## config.mk

```make
export PLATFORM = sky130hd
export DESIGN_NAME = dna_job_ctrl
export DESIGN_NICKNAME = d
export VERILOG_FILES = /design/src/rtl/dna_job_ctrl.sv
export SDC_FILE = /design/constraint.sdc
export NUM_CORES = 1
export LEC_CHECK = 0
export CORE_ASPECT_RATIO = 1.25
export CORE_MARGIN = 5
export CORE_UTILIZATION = 35
export DETAILED_ROUTE_END_ITERATION = 10
export PLACE_DENSITY = 0.56
export SLEW_MARGIN = 20
export SYNTH_ARGS = -nofsm -noshare
export SYNTH_HDL_FRONTEND = slang
export SYNTH_SLANG_ARGS = --single-unit
```

## constraint.sdc

```tcl
create_clock -name clk -period 3.7 [get_ports clk]
set_clock_uncertainty 0.2 [all_clocks]
set_input_delay 0.555 -clock clk [delete_from_list [all_inputs] [get_ports clk]]
set_output_delay 0.555 -clock clk [all_outputs]
set_load 0.1 [all_outputs]
```

## src/rtl/dna_job_ctrl.sv

```systemverilog
// rtl/dna_job_ctrl.sv - job sequencer for the DNA systolic aligner
// Runs one job per command: clear, arm, run with beat/watchdog counting, then report status.
module dna_job_ctrl #(
   parameter int RST_CYCLES     = 2,
   parameter int TIMEOUT        = 1048576,
   parameter int BEAT_W         = 16,
   parameter int MAX_ADDR_WIDTH = 6
) (
   input  logic              clk,
   input  logic              rst,
   input  logic              cmd_valid,
   output logic              cmd_ready,
   input  logic [6:0]        cmd_addr_width,
   input  logic [2:0]        cmd_match,
   input  logic [2:0]        cmd_mismatch,
   input  logic [2:0]        cmd_gap,
   input  logic              abort_i,
   output logic              dna_rst_o,
   output logic              dna_start_o,
   output logic [6:0]        dna_addr_width_o,
   output logic [2:0]        dna_match_o,
   output logic [2:0]        dna_mismatch_o,
   output logic [2:0]        dna_gap_o,
   input  logic              dna_en_i,
   input  logic              dna_w_matrix_i,
   input  logic              dna_ref_empty_i,
   input  logic              dna_matrix_full_i,
   output logic              sts_valid,
   input  logic              sts_ready,
   output logic [1:0]        sts_code,
   output logic [BEAT_W-1:0] sts_beats,
   output logic              busy_o
);

   typedef enum logic [2:0] {S_IDLE, S_CLEAR, S_ARM, S_RUN, S_REPORT} state_e;

   localparam int CNT_W = $clog2(RST_CYCLES + 1);
   localparam int WD_W  = $clog2(TIMEOUT + 1);

   localparam logic [1:0] CODE_REF_DONE = 2'd0;
   localparam logic [1:0] CODE_FULL     = 2'd1;
   localparam logic [1:0] CODE_ABORT    = 2'd2;
   localparam logic [1:0] CODE_CFG_ERR  = 2'd3;

   state_e            state_q, state_d;
   logic [CNT_W-1:0]  clr_q, clr_d;
   logic [WD_W-1:0]   wd_q, wd_d;
   logic [BEAT_W-1:0] beats_q, beats_d;
   logic [1:0]        code_q, code_d;
   logic [6:0]        aw_q, aw_d;
   logic [2:0]        match_q, match_d;
   logic [2:0]        mismatch_q, mismatch_d;
   logic [2:0]        gap_q, gap_d;
   logic              accept;
   logic              unused_en;

   assign unused_en = dna_en_i;
   assign accept    = cmd_valid & cmd_ready;

   always_comb begin
      state_d    = state_q;
      clr_d      = clr_q;
      wd_d       = wd_q;
      beats_d    = beats_q;
      code_d     = code_q;
      aw_d       = aw_q;
      match_d    = match_q;
      mismatch_d = mismatch_q;
      gap_d      = gap_q;
      case (state_q)
         S_IDLE: begin
            if (accept) begin
               aw_d       = cmd_addr_width;
               match_d    = cmd_match;
               mismatch_d = cmd_mismatch;
               gap_d      = cmd_gap;
               beats_d    = '0;
               clr_d      = '0;
               if (cmd_addr_width > 7'(MAX_ADDR_WIDTH)) begin
                  state_d = S_REPORT;
                  code_d  = CODE_CFG_ERR;
               end else begin
                  state_d = S_CLEAR;
               end
            end
         end
         S_CLEAR: begin
            if (abort_i) begin
               state_d = S_REPORT;
               code_d  = CODE_ABORT;
            end else if (clr_q == CNT_W'(RST_CYCLES - 1)) begin
               state_d = S_ARM;
            end else begin
               clr_d = clr_q + 1'b1;
            end
         end
         S_ARM: begin
            wd_d = '0;
            if (abort_i) begin
               state_d = S_REPORT;
               code_d  = CODE_ABORT;
            end else begin
               state_d = S_RUN;
            end
         end
         S_RUN: begin
            // A beat in the exit cycle still counts, so count before deciding to leave.
            if (dna_w_matrix_i) begin
               wd_d = '0;
               if (beats_q != '1) beats_d = beats_q + 1'b1;
            end else begin
               wd_d = wd_q + 1'b1;
            end
            if (dna_matrix_full_i) begin
               state_d = S_REPORT;
               code_d  = CODE_FULL;
            end else if (dna_ref_empty_i) begin
               state_d = S_REPORT;
               code_d  = CODE_REF_DONE;
            end else if (abort_i || wd_q == WD_W'(TIMEOUT - 1)) begin
               state_d = S_REPORT;
               code_d  = CODE_ABORT;
            end
         end
         S_REPORT: begin
            if (sts_ready) state_d = S_IDLE;
         end
         default: state_d = S_IDLE;
      endcase
   end

   always_ff @(posedge clk or negedge rst) begin
      if (!rst) begin
         state_q    <= S_IDLE;
         clr_q      <= '0;
         wd_q       <= '0;
         beats_q    <= '0;
         code_q     <= CODE_REF_DONE;
         aw_q       <= '0;
         match_q    <= '0;
         mismatch_q <= '0;
         gap_q      <= '0;
      end else begin
         state_q    <= state_d;
         clr_q      <= clr_d;
         wd_q       <= wd_d;
         beats_q    <= beats_d;
         code_q     <= code_d;
         aw_q       <= aw_d;
         match_q    <= match_d;
         mismatch_q <= mismatch_d;
         gap_q      <= gap_d;
      end
   end

   // Every handshake/control output is a pure decode of the state register.
   assign cmd_ready        = (state_q == S_IDLE);
   assign dna_rst_o        = !((state_q == S_ARM) || (state_q == S_RUN));
   assign dna_start_o      = (state_q == S_ARM);
   assign busy_o           = (state_q == S_CLEAR) || (state_q == S_ARM) || (state_q == S_RUN);
   assign sts_valid        = (state_q == S_REPORT);
   assign sts_code         = code_q;
   assign sts_beats        = beats_q;
   assign dna_addr_width_o = aw_q;
   assign dna_match_o      = match_q;
   assign dna_mismatch_o   = mismatch_q;
   assign dna_gap_o        = gap_q;

endmodule

```

==> flow_metrics.py <==
metrics = {
    "sta": {
        "post-route-min-period_ns": 2.740,
        "layout_worst_path_cycle_share_pct": 74.04,
        "rsz0062_at_grt": "false",
        "tns_ns": 0,
        "highest_achievable_clock_rate_ghz": 0.3650,
        "slew-limit-headroom_pct": 34.16,
        "hold_viol_final": 0,
        "tightestPinTransition_ns": 0.9844,
        "setup-violations-final": 0,
        "drv_slew": 0,
    },
    "pwr": {
        "comb_power_share_pct": 35.4,
        "total_power_mw": 2.106,
        "vdd_ir_drop_max_mv": 0.2043,
        "power_per_cell_area_mw_per_mm2": 526.2,
        "leakage_component_of_the_power_nw": 1.727,
        "switching_power_mw": 0.8830,
        "pwr-share-seq_pct": 38.1,
        "power_report.internal_total_mw": 1.223,
        "sw_frac_of_total_pct": 41.93,
        "clock_group_share_of_total_power_pct": 26.6,
    },
    "layout": {
        "antennaDiodeCount": 0,
        "final_net_count": 432,
        "layout-drive-gt1-share_pct": 9.069,
        "post-route-util_pct": 46.24,
        "fill_cells": 888,
        "postLayoutCellArea_sq_mm": 0.004001,
        "layout-area-overhead-vs-synth_pct": 29.42,
    },
    "cts": {
        "clock_sinks": 60,
        "insertion_delay_ns": 0.34,
        "number_of_buffers_inserted_during_clock_tree_synthesis": 9,
        "hold_buffers": 0,
        "clock_path_buffers": 2,
        "htreeDepth": 3,
        "root_buffer": "sky130_fd_sc_hd__clkbuf_8",
        "cts.clk_slew.worst_paths_ns": 0.07,
        "clock_tree_from_tritoncts": "built",
        "post_cts_buffers": 0,
        "cts.repair.resized": 0,
    },
    "synth": {
        "postSynthCellCount": 342,
        "syn_area_sq_mm": 0.003092,
        "synth-edff-count": 0,
        "synthDistinctLibCells": 53,
        "synth_top_area_cell": "sky130_fd_sc_hd__dfrtp_1",
        "post_synth_most_frequent_cells": "sky130_fd_sc_hd__nand2_1, sky130_fd_sc_hd__dfrtp_1, sky130_fd_sc_hd__o21ai_0",
        "synth_fp_nets": 370,
        "syn_avg_cell_area_sq_um": 9.040,
        "number_of_warnings_reported_in_the_yosys_synthesis_log": 0,
        "synth_ff_type": "sky130_fd_sc_hd__dfrtp_1",
        "yosysMostFrequentCell": "sky130_fd_sc_hd__nand2_1",
        "synthDominantCellAreaShare_pct": 48.56,
        "seq_area_frac_synth_pct": 48.56,
        "postSynthRegisterBits": 60,
        "share_of_synthesized_flip_flops_with_an_asynchronous_set_or_reset_pct": 100.0,
        "synth_area_leaders": "sky130_fd_sc_hd__dfrtp_1, sky130_fd_sc_hd__nand2_1, sky130_fd_sc_hd__o21ai_0",
    },
    "hold_path": {
        "hold_path.class": "in -> async",
    },
    "worst_setup_path": {
        "critPathArrivalTime_ns": 1.98,
        "reg2reg_depth": 6,
        "crit_family": "buffers and inverters",
        "end_kind": "output port",
        "cp_max_fo": 8,
        "worst_ep_required_time_ns": 2.94,
        "regToRegStartpoint": "wd_q[0]$_DFFE_PN0N_",
        "worstReg2RegEnd": "sts_code[0]$_DFFE_PN0P_",
        "crit_slowest_cell": "sky130_fd_sc_hd__clkdlybuf4s50_1",
        "critical_path.n_buffers_inverters": 1,
        "worstSetupStartpoint": "sts_beats[9]$_DFFE_PN0P_",
        "critical_path.startpoint_type": "flop",
        "path_depth": 1,
        "crit_type": "reg -> out",
        "max_stage_delay_ns": 1.18,
        "crit_path_cell_trace": "clkdlybuf4s50_1",
        "regToRegSetupSlack_ns": 1.28,
    },
    "placement": {
        "io_buffers": 62,
        "dp_hpwl_um": 5244,
        "routability_congestion_estimate_from_global_placement": 0.7663,
        "postPlaceCellArea_sq_mm": 0.003814,
    },
    "detailed_routing": {
        "post_drt_via_cell_ratio": 5.066,
        "post-route-drc-count": 0,
        "detailroute.via_count": 2675,
        "detail-route-antenna-nets": 0,
        "drt_first_iter_violations": 113,
        "drt_wl_total_um": 7552,
        "dr.pass1.iters": 4,
        "routed_wire_length_per_instance_um": 14.30,
    },
    "floorplanning": {
        "dieHeight_um": 115.1,
        "core.rowCount": 38,
        "chip_width_um": 94.07,
        "design.die.area_sq_mm": 0.01083,
        "core_region_area_sq_mm": 0.008653,
        "effective_utilization_at_floorplan_pct": 35.73,
        "floorplan.io_pins": 64,
    },
    "outcome": {
        "outcome": "complete, no violations",
    },
    "global_route": {
        "grt_first_pass_wirelength_um": 12790,
        "first_global_vias": 2705,
        "overflow": 0,
        "number_of_antenna_violations_at_the_first_check_in_global_routing": 0,
        "grt_start_max_net_pins": 61,
        "gr-usage-all-layers_pct": 14.96,
    },
    "run": {
        "cap_violations": 0,
    },
}
==> flip-flops by register name, indices dropped and copies added (netlist names) <==
name and count:
clr_q 2, dna_match_o 3, dna_addr_width_o 7, wd_q 21
sts_beats 16, state_q 3, dna_gap_o 3, sts_code 2
dna_mismatch_o 3
==> layout by cell type, fill, tap and decap left out, types with 3 or more instances in the layout <==
| master | n |
|---|---|
| sky130_fd_sc_hd__xnor2_1 | 8 |
| sky130_fd_sc_hd__mux2i_1 | 3 |
| sky130_fd_sc_hd__inv_1 | 8 |
| sky130_fd_sc_hd__clkdlybuf4s50_1 | 56 |
| sky130_fd_sc_hd__a21oi_1 | 14 |
| sky130_fd_sc_hd__o211ai_1 | 3 |
| sky130_fd_sc_hd__nor4_1 | 4 |
| sky130_fd_sc_hd__nand4_1 | 9 |
| sky130_fd_sc_hd__buf_4 | 9 |
| sky130_fd_sc_hd__and3_1 | 5 |
| sky130_fd_sc_hd__nand2_1 | 72 |
| sky130_fd_sc_hd__nor2_1 | 27 |
| sky130_fd_sc_hd__dfrtp_1 | 60 |
| sky130_fd_sc_hd__nor3_1 | 6 |
| sky130_fd_sc_hd__o21ai_0 | 32 |
| sky130_fd_sc_hd__nand3_1 | 17 |
| sky130_fd_sc_hd__or3_1 | 3 |
| sky130_fd_sc_hd__a31oi_1 | 7 |
| sky130_fd_sc_hd__o31ai_1 | 3 |
| sky130_fd_sc_hd__ha_1 | 3 |
| sky130_fd_sc_hd__nand3b_1 | 3 |
| sky130_fd_sc_hd__clkbuf_8 | 13 |
==> power by group through the flow <==
stage	logic [mW]	registers, mW	clock network (mW)
after floorplan	0.187	1.18	0
after global placement	0.750	0.812	0
after detailed placement	0.754	0.814	0
after CTS	0.755	0.802	0.582
after global routing	0.783	0.814	0.613
final	0.745	0.802	0.559
==> logic make-up (layout without fill, tap and decap cells) <==
group,count (synthesis),in the layout,synth area share [%]
adder cells (fa/ha/maj),3,3,1.214
XOR/XNOR,9,9,2.550
AO/OA/AOI/OAI,76,76,15.01
flip-flops,60,60,48.56
AND/OR/NAND/NOR,167,167,28.21
multiplexers,4,4,1.336
buffers and inverters,23,89,3.116
==> area by class of cell <==
type / instances / area, sq um / area share, %
Clock buffer: 14 / 182.7 / 4.565
Tap cell: 120 / 150.1 / 3.752
Timing Repair Buffer: 66 / 633.1 / 15.82
Clock inverter: 1 / 5.005 / 0.1251
Inverter: 8 / 30.03 / 0.7505
Multi-Input combinational cell: 259 / 1499 / 37.46
Sequential cell: 60 / 1501 / 37.52
==> worst max-delay path by stage <==
| stage | endpoint | slack (ns) |
|---|---|---|
| 2_1_floorplan | dna_start_o | 0.09 |
| 3_3_place_gp | sts_beats[2]$_DFFE_PN0P_ | 1.08 |
| 3_5_place_dp | sts_beats[2]$_DFFE_PN0P_ | 1.05 |
| 4_1_cts | sts_beats[5] | 0.94 |
| 5_1_grt | dna_rst_o | 0.84 |
| 6_report | sts_beats[9] | 0.96 |
==> metrics by stage <==
step	hold slack, ns	setup WS, ns	instances
after floorplan	0.05941	0.09322	342
after global placement	0.2588	1.080	513
after detailed placement	0.2639	1.046	513
after CTS	0.1947	0.9351	528
after global routing	0.2430	0.8357	528
final	0.1653	0.9604	528
==> metal layers <==
| metal | vias to the layer above | track usage [%] | routed length (um) |
|---|---|---|---|
| li1 | 1343 | - | - |
| met1 | 1279 | 17.28 | 3261 |
| met2 | 45 | 26.15 | 3889 |
| met3 | 8 | 2.814 | 280 |
| met4 | 0 | 7.803 | 122 |
| met5 | - | 0 | 0 |
No activity file was read; power rests on OpenSTA's default activity.
